<file path="config.mk">
export PLATFORM = sky130hd
export DESIGN_NAME = mem_bus_responder_flat
export DESIGN_NICKNAME = d
export VERILOG_FILES = /design/src/rtl/mem_bus_responder_if.sv /design/src/rtl/mem_bus_responder.sv /design/src/flat_wrapper.sv
export SDC_FILE = /design/constraint.sdc
export NUM_CORES = 2
export LEC_CHECK = 0
export ABC_AREA = 1
export BUFFER_PORTS_ARGS = -buffer_cell sky130_fd_sc_hd__clkbuf_2
export CAP_MARGIN = 20
export CORE_MARGIN = 5
export CORE_UTILIZATION = 60
export DETAILED_ROUTE_END_ITERATION = 12
export PLACE_DENSITY = 0.76
export SYNTH_ARGS = -nofsm -noshare
export SYNTH_HDL_FRONTEND = slang
export SYNTH_SLANG_ARGS = --single-unit
</file>
<file path="constraint.sdc">
create_clock -name phi2 -period 5.8 [get_ports phi2]
set_input_delay 1.16 -clock phi2 [delete_from_list [all_inputs] [get_ports phi2]]
set_output_delay 1.16 -clock phi2 [all_outputs]
set_load 0.02 [all_outputs]
</file>
<file path="src/rtl/mem_bus_responder_if.sv">
// CPU-side bus bundle for the memory responder: request fields driven by the CPU,
// response fields and the window-hit flag driven by the responder.
interface mem_bus_responder_if;
    logic [15:0] addr_in;
    logic        rw;
    logic        bus_req;
    logic [7:0]  data_in;
    logic [7:0]  data_out;
    logic        data_oe;
    logic        rdy;
    logic        hit;

    modport master (
        output addr_in, rw, bus_req, data_in,
        input  data_out, data_oe, rdy, hit
    );

    modport slave (
        input  addr_in, rw, bus_req, data_in,
        output data_out, data_oe, rdy, hit
    );
endinterface

</file>
<file path="src/rtl/mem_bus_responder.sv">
// 256-byte memory window on a CPU bus with programmable wait states.
// Requests are latched in IDLE or RESP, stalled in WAIT, and answered for one cycle in RESP.
module mem_bus_responder #(
    parameter logic [15:0] BASE_ADDR = 16'h0000,
    parameter int unsigned WAIT_CYC  = 1
) (
    input  logic                phi2,
    input  logic                rst_b,
    mem_bus_responder_if.slave  bus
);

    typedef enum logic [1:0] {
        S_IDLE = 2'd0,
        S_WAIT = 2'd1,
        S_RESP = 2'd2
    } state_t;

    localparam logic [2:0] WAIT_LOAD = (WAIT_CYC == 0) ? 3'd0 : 3'(WAIT_CYC - 1);

    state_t      state_q, state_d;
    logic [2:0]  cnt_q, cnt_d;
    logic [7:0]  addr_q, addr_d;
    logic        rw_q, rw_d;
    logic [7:0]  wdata_q, wdata_d;
    logic        rdy_q, rdy_d;
    logic        data_oe_q, data_oe_d;
    logic [7:0]  data_out_q, data_out_d;

    logic [7:0]  mem [256];
    logic        hit;
    logic        mem_we;
    logic [7:0]  rd_data;

    assign hit = (bus.addr_in[15:8] == BASE_ADDR[15:8]);

    always_comb begin
        state_d = state_q;
        cnt_d   = cnt_q;
        addr_d  = addr_q;
        rw_d    = rw_q;
        wdata_d = wdata_q;
        case (state_q)
            S_IDLE, S_RESP: begin
                if (bus.bus_req && hit) begin
                    addr_d  = bus.addr_in[7:0];
                    rw_d    = bus.rw;
                    wdata_d = bus.data_in;
                    if (WAIT_CYC > 0) begin
                        state_d = S_WAIT;
                        cnt_d   = WAIT_LOAD;
                    end else begin
                        state_d = S_RESP;
                    end
                end else if (state_q == S_RESP) begin
                    state_d = S_IDLE;
                end
            end
            S_WAIT: begin
                if (cnt_q == 3'd0) begin
                    state_d = S_RESP;
                end else begin
                    cnt_d = cnt_q - 3'd1;
                end
            end
            default: state_d = S_IDLE;
        endcase
    end

    // A write commits at the end of its RESP cycle; a read entering RESP on that
    // same edge must see the new byte, so the write data is forwarded.
    always_comb begin
        mem_we     = (state_q == S_RESP) && !rw_q;
        rd_data    = (mem_we && (addr_q == addr_d)) ? wdata_q : mem[addr_d];
        rdy_d      = (state_d != S_WAIT);
        data_oe_d  = (state_d == S_RESP) && rw_d;
        data_out_d = data_oe_d ? rd_data : data_out_q;
    end

    always_ff @(posedge phi2 or negedge rst_b) begin
        if (!rst_b) begin
            state_q    <= S_IDLE;
            cnt_q      <= 3'd0;
            addr_q     <= 8'h00;
            rw_q       <= 1'b0;
            wdata_q    <= 8'h00;
            rdy_q      <= 1'b1;
            data_oe_q  <= 1'b0;
            data_out_q <= 8'h00;
        end else begin
            state_q    <= state_d;
            cnt_q      <= cnt_d;
            addr_q     <= addr_d;
            rw_q       <= rw_d;
            wdata_q    <= wdata_d;
            rdy_q      <= rdy_d;
            data_oe_q  <= data_oe_d;
            data_out_q <= data_out_d;
        end
    end

    // Contents survive reset; an aborted write never commits because reset forces IDLE.
    always_ff @(posedge phi2) begin
        if (mem_we) begin
            mem[addr_q] <= wdata_q;
        end
    end

    assign bus.hit      = hit;
    assign bus.rdy      = rdy_q;
    assign bus.data_oe  = data_oe_q;
    assign bus.data_out = data_out_q;

endmodule

</file>
<file path="src/flat_wrapper.sv">
// flat-port wrapper written by rule: the top's interface ports become plain ports
module mem_bus_responder_flat 
#(
    parameter logic [15:0] BASE_ADDR = 16'h0000,
    parameter int unsigned WAIT_CYC  = 1
)
  (phi2, rst_b, bus_addr_in, bus_rw, bus_bus_req, bus_data_in, bus_data_out, bus_data_oe, bus_rdy, bus_hit);
  mem_bus_responder_if bus_i ();
  input  logic phi2;
  input  logic rst_b;
  input wire logic [$bits(bus_i.addr_in)-1:0] bus_addr_in;
  input wire logic [$bits(bus_i.rw)-1:0] bus_rw;
  input wire logic [$bits(bus_i.bus_req)-1:0] bus_bus_req;
  input wire logic [$bits(bus_i.data_in)-1:0] bus_data_in;
  output wire logic [$bits(bus_i.data_out)-1:0] bus_data_out;
  output wire logic [$bits(bus_i.data_oe)-1:0] bus_data_oe;
  output wire logic [$bits(bus_i.rdy)-1:0] bus_rdy;
  output wire logic [$bits(bus_i.hit)-1:0] bus_hit;
  assign bus_i.addr_in = bus_addr_in;
  assign bus_i.rw = bus_rw;
  assign bus_i.bus_req = bus_bus_req;
  assign bus_i.data_in = bus_data_in;
  assign bus_data_out = bus_i.data_out;
  assign bus_data_oe = bus_i.data_oe;
  assign bus_rdy = bus_i.rdy;
  assign bus_hit = bus_i.hit;
  mem_bus_responder #(.BASE_ADDR(BASE_ADDR), .WAIT_CYC(WAIT_CYC)) u_core (.phi2(phi2), .rst_b(rst_b), .bus(bus_i));
endmodule
</file>
* Yosys cells after proc, flatten, opt, wreduce, memory -nomap -nowiden
Memories as Yosys holds them, arrays and structs flattened. A register that Yosys moved wholly into a read port is not among the register bits.
Cells that the tools add are included.
** Operators by class
- Equal/unequal tests :: 6
- Add/sub/neg operators :: 1
- Muxes and demuxes :: 13
- Reduce and logical (&&, ||, !) cells :: 12
** Operator list (count)
- 8-bit two-way mux :: 2
- 8-bit logical NOT :: 1
- 2-bit two-way mux :: 3
- 3-bit two-way mux :: 2
- 3-bit case mux with 2 select lines :: 1
- 2-bit == test, second input constant :: 2
- 1-bit two-way mux :: 4
- 2-bit by 1-bit != test with 1-bit output, second input constant :: 2
- 2-bit case mux with 2 select lines :: 1
- 1-bit logical AND :: 3
- 3-bit logical NOT :: 1
- 3-bit AND reduction :: 1
- 3-bit by 1-bit subtractor with 3-bit output, second input constant :: 1
- 2-bit by 1-bit == test with 1-bit output, second input constant :: 1
- 1-bit logical NOT :: 2
- 2-bit logical NOT :: 1
- 2-bit != test, second input constant :: 1
- 2-bit AND reduction :: 1
- 2-bit nonzero test :: 1
- 2-bit OR reduction :: 1
** Word-level totals
- Output and inout bits :: 11
- Bits in registers :: 24
- Memories :: 1
- Bits in writable memories :: 2048
- Logic and storage cells :: 40
- Bits of input ports :: 28
** Memory list
- u_core.mem :: depth 256, width 8, read ports 1, clocked after Yosys merged registers in 1, wr ports 1, RTL line mem_bus_responder.sv:29 : logic [7:0] mem [256];

* Depth between registers and ports, before layout
- Depth in word-level cells :: 6
- Gate-level depth with buffers :: 19
- Gate-level depth less buffers :: 16

* Worst setup path before layout
Ideal clock, no wire load.
- Kind :: flip-flop to flip-flop
- From :: register u_core.wdata_q[0]
- To :: memory u_core.mem[0][0] (data pin)
- Setup time :: 803 ps
- Period minus slack after synthesis :: 3982 ps
- Buffers on the path :: 0
- Setup slack :: 1818 ps
- Stages on the path, launching flop included :: 1
- Required time :: 4997 ps
- Arrival time :: 3179 ps
- Cells stage by stage :: dfrtp_1
** RTL lines
- start, declared :: RTL line mem_bus_responder.sv:24 : logic [7:0] wdata_q, wdata_d;
- start signal, assigned :: RTL line mem_bus_responder.sv:94 : wdata_q <= wdata_d;
- end, declared :: RTL line mem_bus_responder.sv:29
Straight into the memory's write port.

* Final worst setup path
- From :: input bus_bus_req
- To :: register u_core.data_out_q[2] (netlist: u_core.bus.data_out[2]), read port of u_core.mem
** Between the ends
- Longest elaborated chain between the ends :: 5
- Elaborated cells between the ends (all ways) :: 9
- Those cells by class :: 1 x eq/ne; 6 x mux; 2 x reduce/logical
** Ends and longest elaborated chain
- start, declared :: RTL line flat_wrapper.sv:13 : input wire logic [$bits(bus_i.bus_req)-1:0] bus_bus_req;
- 1-bit logical AND * :: RTL line mem_bus_responder.sv:44 : if (bus.bus_req && hit) begin
- 2-bit two-way mux :: RTL line mem_bus_responder.sv:44
- 2-bit case mux with 2 select lines :: RTL line mem_bus_responder.sv:42 : case (state_q)
- 2-bit == test :: RTL line mem_bus_responder.sv:75 : data_oe_d = (state_d == S_RESP) && rw_d;
- 1-bit logical AND :: RTL line mem_bus_responder.sv:75
- end, declared :: RTL line mem_bus_responder.sv:27 : logic [7:0] data_out_q, data_out_d;
Every way passes the cells marked *; elsewhere a longest branch is shown, timed or not.
A chain may end at the register's enable or synchronous reset.

==> results_dict.tcl <==
set metrics [dict create \
    multi_input_area_mm2 0.0197 \
    nFillCells 9815 \
    final_nets 6988 \
    dieArea_mm2 0.148 \
    crit_required_ns 6.58 \
    final_cell_area_mm2 0.0923 \
    cts_made_buffers 200 \
    routed.top_layer "met5" \
    ios 39 \
    yosys_warnings 0 \
    critPathArrivalTime_ns 5.15 \
    initial_core_util 0.605 \
    crit_buf_inv 4 \
    rows 137 \
    synth-main-ff-cell "edfxtp_1" \
    synth_edf_count 2048 \
    tightest_slew_ns 1.07 \
    clock-skew-final_ns 0.0328 \
    seqPwrFrac 0.545 \
    viasPerCell 6.34 \
    p_clk_frac 0.405 \
    tritoncts "yes" \
    cp_num_cells 17 \
    cts_post_setup_buffers_inserted 0 \
    place_area_mm2 0.0861 \
    finalCritPeriodShare 0.755 \
    ys_ff_latch 2080 \
    hold_path.class "input port to async pin" \
    path_class "input port to register" \
    clk-insertion-delay-late_ns 0.84 \
    drt_iter0_drc 8512 \
    met3_wirelength_um 27000 \
    max_freq_mhz 228 \
    vias 57100 \
    syn_inst 7096 \
    grt_max_degree 203 \
    htree_levels 4 \
    slowest_delay_ns 0.55 \
    ys_seq_area_frac 0.738 \
    die_h_um 385 \
    fp.coreArea_mm2 0.140 \
    final_common_cell "nand3_1" \
    wirelength_met1_um 81700 \
    pwr-share-comb 0.051 \
    cts-resized-gates 0 \
    wl_um 224000 \
    clock-sinks 2080 \
    setup_tns_ns 0 \
    utilization 0.660 \
    endpoint_kind "register" \
    drt_first_pass_iters 8 \
    cts_buffer_depth 3 \
    cp-start-kind "input port" \
    fin_crit_ns 4.38 \
    peakVddDrop_uv 294 \
    clockRootBuffer "clkbuf_16" \
    synth_area_mm2 0.0845 \
    area_growth_syn_to_layout_pct 9.23 \
    grt_overflow 0 \
    cts_hold_buf 0 \
    wl_met2_um 105000 \
    setup_viol 0 \
    final_layout_size_suffix_gt1_frac 0.0616 \
    power.static_leakage_uw 0.0323 \
    path_cells "clkbuf_2 > inv_1 > nor2_2 > nand3_2 > nand2_8 > buf_12 > buf_12 > nand2_1 > nand3_1 > nand3_1 > nand3_1 > nand3_1 > nand3_1 > nand3_1 > nand3_1 > nand3_1 > nand2_1" \
    ant_nets 0 \
    hold_violations 0 \
    synth.distinct_cells 27 \
    place_congestion 0.875 \
    wl_per_cell_um 24.9 \
    clk_pin_slew_ns 0.06 \
    power.internal_uw 23600 \
    avgSynthCellArea_um2 11.9 \
    switching_share 0.221 \
    rsz0062_at_grt "no" \
    layout_common_cells "nand3_1 (2116), edfxtp_1 (2048), nand2_1 (2041)" \
    cp_slowest_cell "nand2_8" \
    report.final.slew_viol_count 0 \
    worstPathMaxFanout 77 \
    cap_violations 0 \
    crit_path_frequent_cell "nand3_1" \
    crit_family "simple AND/OR/NAND/NOR gates" \
    slew-limit-headroom 0.282 \
    grt_pass1_wl_um 335000 \
    die_w_um 385 \
    drc 0 \
    io_buffers 38 \
    grtUsageTotal 0.299 \
    ff2ff_path_depth 15 \
    dp.final_hpwl_um 122000 \
    switchingPower_uw 6720 \
    async_flop_share 0.0154 \
    regArea_mm2 0.0623 \
    antenna_found_initial 4 \
    power_density_mw_per_mm2 329 \
    grt_pass1_vias 53900 \
    mappedNetlistNets 7126 \
    status "finished clean" \
]
[Yosys cell counts (3+ instances only)]
master / number / area share
buf_1: 17 / 0.00076
buf_2: 346 / 0.021
buf_4: 8 / 0.00071
buf_6: 10 / 0.0013
clkbuf_1: 104 / 0.0046
clkinv_1: 3 / 0.00013
dfrtp_1: 31 / 0.0092
edfxtp_1: 2048 / 0.73
inv_1: 46 / 0.0020
inv_2: 3 / 0.00013
mux2_2: 9 / 0.0012
nand2_1: 2042 / 0.091
nand2_2: 4 / 0.00030
nand3_1: 2116 / 0.13
nor2_1: 290 / 0.013
o21ai_1: 3 / 0.00018
o21ai_2: 3 / 0.00031
[path summary, 6_finish.rpt]
kind	endpoint	slack, ns	startpoint
min	u_core.rw_q	0.27	rst_b
max	u_core.bus.data_out[2]	1.42	bus_bus_req
max in group asynchronous	u_core.bus.data_out[6]	5.01	rst_b
min reg2reg	u_core.bus.data_out[1]	0.52	u_core.bus.data_out[1]
min in group phi2	u_core.bus.data_out[1]	0.52	u_core.bus.data_out[1]
max reg2reg	u_core.bus.data_out[2]	1.43	u_core.state_q[0]
[power by group through the flow]
stage	clock (µW)	combinational, µW	sequential, µW
after floorplan	0	871	16900
after global placement	0	1460	16900
after detailed placement	0	1480	16900
after CTS	12300	1500	16500
after global routing	13000	1640	16500
final	12300	1540	16500
[cells by family (layout without fill, tap and decap cells)]
family / Yosys count / count (layout) / synth area share
muxes: 9 / 9 / 0.00120
DFF: 2080 / 2080 / 0.738
buffers and inverters: 537 / 564 / 0.0302
and+or+nand+nor: 4458 / 4458 / 0.230
other: 0 / 1 / 0
adders and majority gates: 2 / 2 / 0.000296
AOI/OAI and AO/OA: 10 / 10 / 0.000741
[final cells by class]
type,count,share of cell area
sequential,2080,0.676
clock inverter,95,0.00761
timing repair buffer,145,0.0171
antenna,1,0.0000271
multi-input combinational,4479,0.214
clock buffer,272,0.0584
inverter,52,0.00231
tap,1876,0.0254
[metal layers]
layer | GRT usage | vias up
met1 | 0.418 | 27600
met2 | 0.461 | 3851
li1 | - | 25000
met4 | 0.133 | 4
met3 | 0.0642 | 614
met5 | 0 | -
[flip-flops by register name, indices dropped and copies added (netlist names)]
register	count
u_core.cnt_q	3
u_core.bus.rdy	1
u_core.wdata_q	8
u_core.state_q	2
u_core.bus.data_oe	1
u_core.bus.data_out	8
u_core.rw_q	1
u_core.addr_q	8
u_core.mem	2048
[through the flow]
stage / hold WS, ns / instances / worst slack [ns] / power, µW
final: 0.272 / 9000 / 1.42 / 30300
after global placement: 0.493 / 8629 / 0.695 / 18300
after CTS: 0.506 / 8996 / 1.55 / 30400
after global routing: 0.292 / 9000 / 1.29 / 31100
after floorplan: 0.490 / 7096 / 1.82 / 17800
after detailed placement: 0.491 / 8629 / 0.742 / 18300
No activity file was read; power rests on OpenSTA's default activity.
